[config.mk]
export PLATFORM = sky130hd
export DESIGN_NAME = ram_stream_reader
export DESIGN_NICKNAME = d
export VERILOG_FILES = /design/src/rtl/ram_stream_reader.sv
export SDC_FILE = /design/constraint.sdc
export NUM_CORES = 1
export LEC_CHECK = 0
export ABC_CLOCK_PERIOD_IN_PS = 7650
export CAP_MARGIN = 20
export CORE_MARGIN = 5
export CORE_UTILIZATION = 56
export DETAILED_ROUTE_END_ITERATION = 8
export GPL_ROUTABILITY_DRIVEN = 0
export PLACE_DENSITY = 0.87
export SYNTH_ARGS = -nofsm -noshare
export SYNTH_HDL_FRONTEND = slang
export SYNTH_SLANG_ARGS = --single-unit
[constraint.sdc]
create_clock -name clk_i -period 7.65 [get_ports clk_i]
set_clock_uncertainty 0.15 [all_clocks]
set_input_delay 1.53 -clock clk_i [delete_from_list [all_inputs] [get_ports clk_i]]
set_output_delay 1.53 -clock clk_i [all_outputs]
set_load 0.02 [all_outputs]
[src/rtl/ram_stream_reader.sv]
// ram_stream_reader: read-side master for the simple dual-port RAM (port B).
// A start command sweeps base..base+len-1 with wrap-around. The block absorbs
// the RAM's one-cycle read latency and presents the words as a valid/ready
// stream through a two-entry output buffer (head register + skid register).
module ram_stream_reader #(
  parameter int ADDR_W = 2,
  parameter int DATA_W = 1
) (
  input  logic              clk_i,
  input  logic              rst_i,
  input  logic              start_i,
  input  logic [ADDR_W-1:0] base_addr_i,
  input  logic [ADDR_W:0]   len_i,
  output logic [ADDR_W-1:0] addr_b_o,
  input  logic [DATA_W-1:0] data_b_i,
  output logic              m_valid_o,
  output logic [DATA_W-1:0] m_data_o,
  output logic              m_last_o,
  input  logic              m_ready_i,
  output logic              busy_o,
  output logic              done_o
);

  localparam logic [1:0] S_IDLE  = 2'd0;
  localparam logic [1:0] S_READ  = 2'd1;
  localparam logic [1:0] S_DRAIN = 2'd2;
  localparam logic [1:0] S_DONE  = 2'd3;

  logic [1:0]        r_state;
  logic [ADDR_W-1:0] r_addr;
  logic [ADDR_W:0]   r_issue_cnt;
  logic              r_inflight;
  logic              r_inflight_last;
  logic              r_busy;
  logic              r_done;

  // Output buffer: head entry drives the stream, skid entry holds the second word.
  logic              r_h_valid;
  logic [DATA_W-1:0] r_h_data;
  logic              r_h_last;
  logic              r_s_valid;
  logic [DATA_W-1:0] r_s_data;
  logic              r_s_last;

  logic              w_pop;
  logic              w_push;
  logic [2:0]        w_occ_after;
  logic              w_issue;
  logic              w_issue_last;

  // Occupancy after this edge (pop + capture) decides whether another address may go out;
  // this bounds buffer plus in-flight words to two, so nothing is ever dropped.
  always_comb begin
    w_pop        = r_h_valid & m_ready_i;
    w_push       = r_inflight;
    w_occ_after  = {2'b00, r_h_valid} + {2'b00, r_s_valid}
                 - {2'b00, w_pop} + {2'b00, w_push};
    w_issue      = 1'b0;
    w_issue_last = 1'b0;
    if (r_state == S_READ) begin
      w_issue      = (w_occ_after < 3'd2);
      w_issue_last = w_issue && (r_issue_cnt == {{ADDR_W{1'b0}}, 1'b1});
    end else begin
      w_issue      = 1'b0;
      w_issue_last = 1'b0;
    end
  end

  // Command FSM: accepts start in IDLE, walks the address, reports completion.
  always_ff @(posedge clk_i or posedge rst_i) begin
    if (rst_i) begin
      r_state     <= S_IDLE;
      r_addr      <= {ADDR_W{1'b0}};
      r_issue_cnt <= {(ADDR_W+1){1'b0}};
      r_busy      <= 1'b0;
      r_done      <= 1'b0;
    end else begin
      case (r_state)
        S_IDLE: begin
          r_done <= 1'b0;
          if (start_i) begin
            if (len_i != {(ADDR_W+1){1'b0}}) begin
              r_state     <= S_READ;
              r_addr      <= base_addr_i;
              r_issue_cnt <= len_i;
              r_busy      <= 1'b1;
            end else begin
              // Empty command: completion is reported at once, busy covers that cycle.
              r_state <= S_DONE;
              r_busy  <= 1'b1;
              r_done  <= 1'b1;
            end
          end else begin
            r_busy <= 1'b0;
          end
        end
        S_READ: begin
          if (w_issue) begin
            r_addr      <= r_addr + ADDR_W'(1);
            r_issue_cnt <= r_issue_cnt - {{ADDR_W{1'b0}}, 1'b1};
            if (w_issue_last) begin
              r_state <= S_DRAIN;
            end else begin
              r_state <= S_READ;
            end
          end else begin
            r_state <= S_READ;
          end
        end
        S_DRAIN: begin
          if (w_occ_after == 3'd0) begin
            r_state <= S_DONE;
            r_busy  <= 1'b0;
            r_done  <= 1'b1;
          end else begin
            r_state <= S_DRAIN;
          end
        end
        S_DONE: begin
          r_state <= S_IDLE;
          r_busy  <= 1'b0;
          r_done  <= 1'b0;
        end
        default: begin
          r_state <= S_IDLE;
          r_busy  <= 1'b0;
          r_done  <= 1'b0;
        end
      endcase
    end
  end

  // In-flight tracker: an issued address returns its word exactly one edge later.
  always_ff @(posedge clk_i or posedge rst_i) begin
    if (rst_i) begin
      r_inflight      <= 1'b0;
      r_inflight_last <= 1'b0;
    end else begin
      r_inflight      <= w_issue;
      r_inflight_last <= w_issue_last;
    end
  end

  // Output buffer: pop from head, shift skid forward, capture returning word into the first free slot.
  always_ff @(posedge clk_i or posedge rst_i) begin
    if (rst_i) begin
      r_h_valid <= 1'b0;
      r_h_data  <= {DATA_W{1'b0}};
      r_h_last  <= 1'b0;
      r_s_valid <= 1'b0;
      r_s_data  <= {DATA_W{1'b0}};
      r_s_last  <= 1'b0;
    end else begin
      if (w_pop) begin
        if (r_s_valid) begin
          r_h_valid <= 1'b1;
          r_h_data  <= r_s_data;
          r_h_last  <= r_s_last;
          r_s_valid <= w_push;
          if (w_push) begin
            r_s_data <= data_b_i;
            r_s_last <= r_inflight_last;
          end else begin
            r_s_last <= 1'b0;
          end
        end else begin
          r_h_valid <= w_push;
          if (w_push) begin
            r_h_data <= data_b_i;
            r_h_last <= r_inflight_last;
          end else begin
            r_h_last <= 1'b0;
          end
          r_s_valid <= 1'b0;
        end
      end else begin
        if (r_h_valid) begin
          // Head is stalled and must stay stable; a returning word goes to the skid slot.
          if (w_push) begin
            r_s_valid <= 1'b1;
            r_s_data  <= data_b_i;
            r_s_last  <= r_inflight_last;
          end else begin
            r_s_valid <= r_s_valid;
          end
        end else begin
          if (w_push) begin
            r_h_valid <= 1'b1;
            r_h_data  <= data_b_i;
            r_h_last  <= r_inflight_last;
          end else begin
            r_h_valid <= 1'b0;
          end
        end
      end
    end
  end

  assign addr_b_o  = r_addr;
  assign m_valid_o = r_h_valid;
  assign m_data_o  = r_h_data;
  assign m_last_o  = r_h_last;
  assign busy_o    = r_busy;
  assign done_o    = r_done;

endmodule

==> summary.md, run 1 <==
| Metric | Value |
|---|---|
| Status | finished clean |
| Final wirelength | about 2.2 mm |
| Leak pwr | 0.590 nW |
| Final Hold Fails | 0 |
| Core ar. | between 1500 and 2000 um2 |
| Drt initial violations | 21 |
| Dpl hpwl | about 1.7 mm |
| I/O Buffers | 16 |
| First-pass GRT wire length | 3.71 mm |
| Yosys top cell area share | around two fifths |
| Largest fanout on the critical path | 7 |
| Hold buffers post-CTS | 0 |
| Setup_tns | 0 ps |
| Setup repair after global routing missed its margin | false |
| Worst min-delay path startpoint | r_s_data$_DFFE_PP0P_ |
| Fillers | 144 |
| Critical path arrival | 4050 ps |
| Gate Count Post-Synth | approximately 110 |
| Async SR Flop Fraction | 100% |
| Syn nets | 130 |
| Root Buffer | clkbuf_4 |
| Detailed Routing Iterations Pass 1 | 4 |
| Post-synth top cells | 17 x dfrtp_1, 14 x inv_1, 10 x ha_1 |
| Antenna viol nets, final | 0 |
| Drc violations | 0 |
| Rows | 15 |
| Initial Util | roughly three fifths |
| HP Class | flip-flop to flip-flop |
| Vias per cell | around 5.7 |
| Synth cell types | 38 |
| Worst-Margin Slew | 631 ps |
| Worst r2r src | m_valid_o$_DFF_PP0_ |
| Max Transition Viols Final | 0 |
| Reg-to-reg slack, setup | ~4800 ps |
| Die area | between 2000 and 3000 um2 |
| Num CTS Buffers | 3 |
| Antenna Cells | 0 |
| Per-cell routed wire length | about 14 um |
| Post-cts resize count | 0 |
| Top post-synthesis cells by area | dfrtp_1 40%, ha_1 12%, inv_1 4.9% |
| Finished Layout Cells | 153 |
| Gr usage total | approximately 17% |
| Max reg flops | 3 |
| YS warnings | 0 |
| Count leader, synth | dfrtp_1 |
| Placed cell area | ~1300 um2 |
| Final core utilization | just over 70% |
| CP dominant cell by count | inv_1 |
| GRT Residual Overflow | 0 |
| Synth Cell Area | roughly 1100 um2 |
| Rel. slew slack | between 50 and 60% |
| Hold Crit Endpoint | r_s_data$_DFFE_PP0P_ |
| Layout cells sized above 1 | approximately 7.8% |
| Fin crit period | slightly above 4000 ps |
| Antenna violations before repair | 0 |
| Power Dens Cells | about 420 nW/um2 |
| Most used DFF post-synth | dfrtp_1 |
| H-tree depth | 1 |
| Yosys reg bits | 17 |
| Sequential share of the synthesized area | between 30% and 40% |
| Clk sinks | 17 |
| Area growth syn-to-layout | 19.9% |
| I/O pin count | 17 |
| CP cell instances | clkdlybuf4s50_1, nand2_1, inv_1, ha_1, inv_1, fa_1, inv_1, ha_1, and4bb_1, a2111oi_0, a21oi_1 |
| Die span in y | around 54 um |
| Skew-Pair Late Insertion Delay | between 200 and 300 ps |
| Post-synth top area cell | dfrtp_1 |
| Period utilization | 52.9% |
| Biggest register | r_issue_cnt |
| Depth of the most critical reg-to-reg path | 10 |
| Crit start category | input pin |
| CTS clk-pin slew, worst paths | approximately 100 ps |
| CTS tree | done |
| Largest net degree at the start of global routing | 18 |
| Syn Area/Cell | approximately 9.8 um2 |
| Number of synthesized flops with an enable pin | 0 |
| Post-CTS setup buffers | 0 |
| Hold WS | 361 ps |
| Multi-input logic area | roughly 580 um2 |
| Max Fclk | about 250 MHz |
| Sequential Area | 425 um2 |
| Reg-to-Reg End | r_state[0]$_DFFE_PP0N_ |
| Vias post-DR | a little under 900 |
| Final setup viols | 0 |
| Vias in the first global route | a little under 900 |
| Max Cap Viol | 0 |
| Worst Path Class, Setup | input pin to flip-flop |
| CP endpoint kind | flip-flop |
| Req. time, crit path | 7650 ps |
| Final Instance Area | between 1000 and 1500 um2 |
| Clock Path Buffers | 2 |
| CP max stage cell | clkdlybuf4s50_1 |
| Placed insts | between 100 and 150 |
| Die extent in x | between 50 and 60 um |
| VDD IR max | around 0.28 mV |
| Crit-path max cell delay | approximately 500 ps |
| Hold path cells | 1 |
| Nets@finish | 150 |
==> power by group <==
part,total (mW),internal [mW],switching [mW]
combinational,0.316,0.145,0.171
clock,0.0471,0.0202,0.0269
sequential,0.174,0.132,0.0420
total,0.537,0.297,0.240
==> worst max path at each step <==
| stage | from | endpoint | slack (ps) | cells past startpoint |
|---|---|---|---|---|
| 2_1_floorplan | m_ready_i | r_state[0]$_DFFE_PP0N_ | 4110 | 10 |
| 3_5_place_dp | m_ready_i | r_state[0]$_DFFE_PP0N_ | 3310 | 11 |
| 4_1_cts | m_ready_i | r_state[0]$_DFFE_PP0N_ | 3590 | 11 |
| 5_1_grt | m_ready_i | r_issue_cnt[0]$_DFFE_PP0P_ | 3490 | 11 |
| 6_report | m_ready_i | r_state[0]$_DFFE_PP0N_ | 3600 | 11 |
| 3_3_place_gp | m_ready_i | r_state[0]$_DFFE_PP0N_ | 3490 | 11 |
==> worst max-delay path, delay by kind of cell <==
family | cells | cell delay, ps
fa+ha+maj | 3 | 890
buf+inv | 4 | 710
compound gates | 2 | 490
simple gates | 2 | 440
==> cells in the final DEF, fill, tap and decap left out, types with 2 or more instances in the layout <==
master	Yosys	routed
a21oi_1	5	5
a221oi_1	3	3
clkbuf_4	0	3
clkdlybuf4s50_1	0	16
dfrtp_1	17	17
ha_1	10	10
inv_1	14	14
inv_2	2	2
mux2i_1	3	3
nand2_1	7	7
nand3_1	2	2
nor2_1	5	5
nor2b_1	4	4
o21ai_0	5	5
o21ai_1	4	4
o22ai_1	2	2
o2bb2ai_1	2	2
or2_1	2	2
==> final cells by class <==
cell class	instances	share of cell area, %
clock buffer	4	2.05
inverter	16	4.68
multi-input combinational	75	45.2
sequential	17	33.1
tap	25	2.44
timing repair buffer	16	12.5
==> routing by layer <==
metal,vias to the layer above,global-route usage [%],share of wire (%)
li1,424,-,-
met5,-,0,0
met2,26,30.6,49
met1,410,21.3,44
met3,6,3.60,5.1
met4,0,4.68,1.4
==> metrics by stage <==
step | setup slack [ps] | power (mW)
after CTS | 3590 | 0.538
after global placement | 3490 | 0.472
final | 3600 | 0.537
after global routing | 3490 | 0.587
after floorplan | 4110 | 0.391
after detailed placement | 3310 | 0.488
==> cells by family (layout without fill, tap and decap cells) <==
kind of cell / count (synthesis) / in the layout / synth area share, %
multiplexers: 4 / 4 / 3.86
AND/OR/NAND/NOR: 28 / 28 / 15.3
buffers and inverters: 17 / 36 / 6.07
AO/OA/AOI/OAI: 32 / 32 / 21.5
flip-flops: 17 / 17 / 39.7
adder cells (fa/ha/maj): 11 / 11 / 13.6
Note: power is estimated with default switching activity, not from simulation.
==> run 2, diff against run 1 <==
==> config.mk (replaced) <==
export PLATFORM = sky130hd
export DESIGN_NAME = ram_stream_reader
export DESIGN_NICKNAME = d
export VERILOG_FILES = /design/src/rtl/ram_stream_reader.sv
export SDC_FILE = /design/constraint.sdc
export NUM_CORES = 1
export LEC_CHECK = 0
export ABC_CLOCK_PERIOD_IN_PS = 3500
export CAP_MARGIN = 20
export CORE_MARGIN = 5
export CORE_UTILIZATION = 47
export DETAILED_ROUTE_END_ITERATION = 8
export GPL_ROUTABILITY_DRIVEN = 0
export PLACE_DENSITY = 0.78
export SYNTH_ARGS = -nofsm -noshare
export SYNTH_HDL_FRONTEND = slang
export SYNTH_SLANG_ARGS = --single-unit
==> constraint.sdc (replaced) <==
create_clock -name clk_i -period 3.5 [get_ports clk_i]
set_clock_uncertainty 0.15 [all_clocks]
set_input_delay 0.7 -clock clk_i [delete_from_list [all_inputs] [get_ports clk_i]]
set_output_delay 0.7 -clock clk_i [all_outputs]
set_load 0.02 [all_outputs]
==> run 2 against run 1 <==
  * Global-route usage shrank 3.2 points
  * Via count grew 1.5%
  * First-iteration DRC count shrank 62%
  * Register-to-register slack lost 4100 ps
  * Sequential share of layout area shrank 0.29 points
  * Count of clock-buffer cells in the layout is the same
  * Largest cell class unchanged
==> summary.md, run 2 (same netlist as run 1, synthesis figures left out) <==
| Metric | Value |
|---|---|
| Status | finished clean |
| First-pass GRT wire length | about 3.7 mm |
| Max reg flops | 3 |
| HP Class | flip-flop to flip-flop |
| Setup repair after global routing missed its margin | false |
| Clock Path Buffers | 2 |
| Crit start category | input pin |
| Hold WS | roughly 350 ps |
| Max Cap Viol | 0 |
| Vias per cell | between 5 and 6 |
| Setup_tns | 0 ps |
| Clk sinks | 17 |
| CP dominant cell by count | inv_1 |
| Dpl hpwl | between 1.5 and 2 mm |
| Post-route total power | 1.17 mW |
| Rows | 17 |
| Gr usage total | 14.2% |
| Nets@finish | around 150 |
| I/O pin count | 17 |
| Depth of the most critical reg-to-reg path | 10 |
| Skew-Pair Late Insertion Delay | 310 ps |
| CTS tree | done |
| Num CTS Buffers | 3 |
| Die span in y | 57.7 um |
| Rel. slew slack | between 50% and 60% |
| CP endpoint kind | flip-flop |
| Critical path startpoint | m_ready_i |
| Post-cts resize count | 0 |
| Layout cells sized above 1 | under 10% |
| Die area | around 3300 um2 |
| Fin crit period | 2980 ps |
| Antenna viol nets, final | 0 |
| Drc violations | 0 |
| Core ar. | 2190 um2 |
| GRT Residual Overflow | 0 |
| Largest net degree at the start of global routing | 18 |
| Antenna violations before repair | 0 |
| Power Dens Cells | between 900 and 1000 nW/um2 |
| Reg-to-reg slack, setup | slightly below 800 ps |
| Commonest non-fill, non-tap cell in the layout | dfrtp_1 |
| Initial Util | roughly half |
| Most frequent cells in the layout | 17 x dfrtp_1, 16 x clkdlybuf4s50_1, 14 x inv_1 |
| Area growth syn-to-layout | 20.9% |
| Critical path arrival | ~3000 ps |
| CP cell instances | clkdlybuf4s50_1, nand2_1, inv_1, ha_1, inv_1, fa_1, inv_1, ha_1, and4bb_1, a2111oi_0, a21oi_1 |
| H-tree depth | 1 |
| Final setup viols | 0 |
| Worst-Margin Slew | 660 ps |
| Biggest register | r_issue_cnt |
| Detailed Routing Iterations Pass 1 | 4 |
| Req. time, crit path | 3530 ps |
| Largest fanout on the critical path | 5 |
| Crit-path max cell delay | between 400 and 500 ps |
| CTS clk-pin slew, worst paths | 100 ps |
| Period utilization | a little under nine tenths |
| Worst r2r src | m_valid_o$_DFF_PP0_ |
| Worst Path Class, Setup | input pin to flip-flop |
| Hold buffers post-CTS | 0 |
| Final wirelength | ~2.1 mm |
| Die extent in x | approximately 58 um |
| Drt initial violations | 8 |
| I/O Buffers | 16 |
| Final Hold Fails | 0 |
| Root Buffer | clkbuf_4 |
| Reg-to-Reg End | r_state[0]$_DFFE_PP0N_ |
| VDD IR max | roughly 0.47 mV |
| Antenna Cells | 0 |
| Worst setup endpoint | r_state[0]$_DFFE_PP0N_ |
| Max Transition Viols Final | 0 |
| Vias in the first global route | 915 |
| Post-CTS setup buffers | 0 |
| Vias post-DR | approximately 880 |
| Per-cell routed wire length | 13.3 um |
| Leak pwr | 0.595 nW |
| CP max stage cell | clkdlybuf4s50_1 |
| Max Fclk | 336 MHz |
[run 2: cell count changes in the layout (fill, tap and decap cells not counted)]
cell / delta
buf_4: +1
[run 2: stage by stage]
| stage | setup slack (ps) | cells | utilization (%) | cell area [um2] |
|---|---|---|---|---|
| finish | 519 | 157 | 59.1 | 1290 |
| global route | 396 | 157 | 59.1 | 1290 |
| CTS | 502 | 157 | 59.1 | 1290 |
| detailed placement | 157 | 153 | 57.9 | 1270 |
| global placement | 282 | 153 | 57.9 | 1270 |
| floorplan | 788 | 109 | - | 1070 |
[run 2: area by class of cell]
cell class	count	area, um2
tap	28	35.0
multi-input combinational	75	581
inverter	16	60.1
clock buffer	4	26.3
fill	185	896
sequential	17	425
timing repair buffer	17	168
[run 2: report_power, final]
part,total [mW],internal (mW),switching [mW]
combinational,0.674,0.317,0.357
sequential,0.380,0.288,0.0921
clock,0.112,0.0446,0.0679
[run 2: metal layers]
layer	wire length (um)	global-route usage, %	vias up
met3	99	4.45	9
met1	931	16.7	423
met4	58	7.62	0
li1	-	-	425
met2	1000	23.1	22
met5	0	0	-
[run 2: how the worst min path moves through the flow]
stage	start	end	slack (ps)	depth (start not counted)
after floorplan	r_s_last$_DFFE_PP0P_	r_s_last$_DFFE_PP0P_	310	1
final	r_s_data$_DFFE_PP0P_	r_s_data$_DFFE_PP0P_	350	1
after global routing	r_s_data$_DFFE_PP0P_	r_s_data$_DFFE_PP0P_	380	1
after CTS	r_s_data$_DFFE_PP0P_	r_s_data$_DFFE_PP0P_	360	1
after global placement	r_s_last$_DFFE_PP0P_	r_s_last$_DFFE_PP0P_	330	1
after detailed placement	r_s_data$_DFFE_PP0P_	r_s_data$_DFFE_PP0P_	330	1
[run 2: critical path, delay by kind of cell]
| kind | cells | cell delay (ps) |
|---|---|---|
| adders and majority gates | 3 | 870 |
| buffers and inverters | 4 | 580 |
| AOI/OAI and AO/OA | 2 | 450 |
| and+or+nand+nor | 2 | 400 |
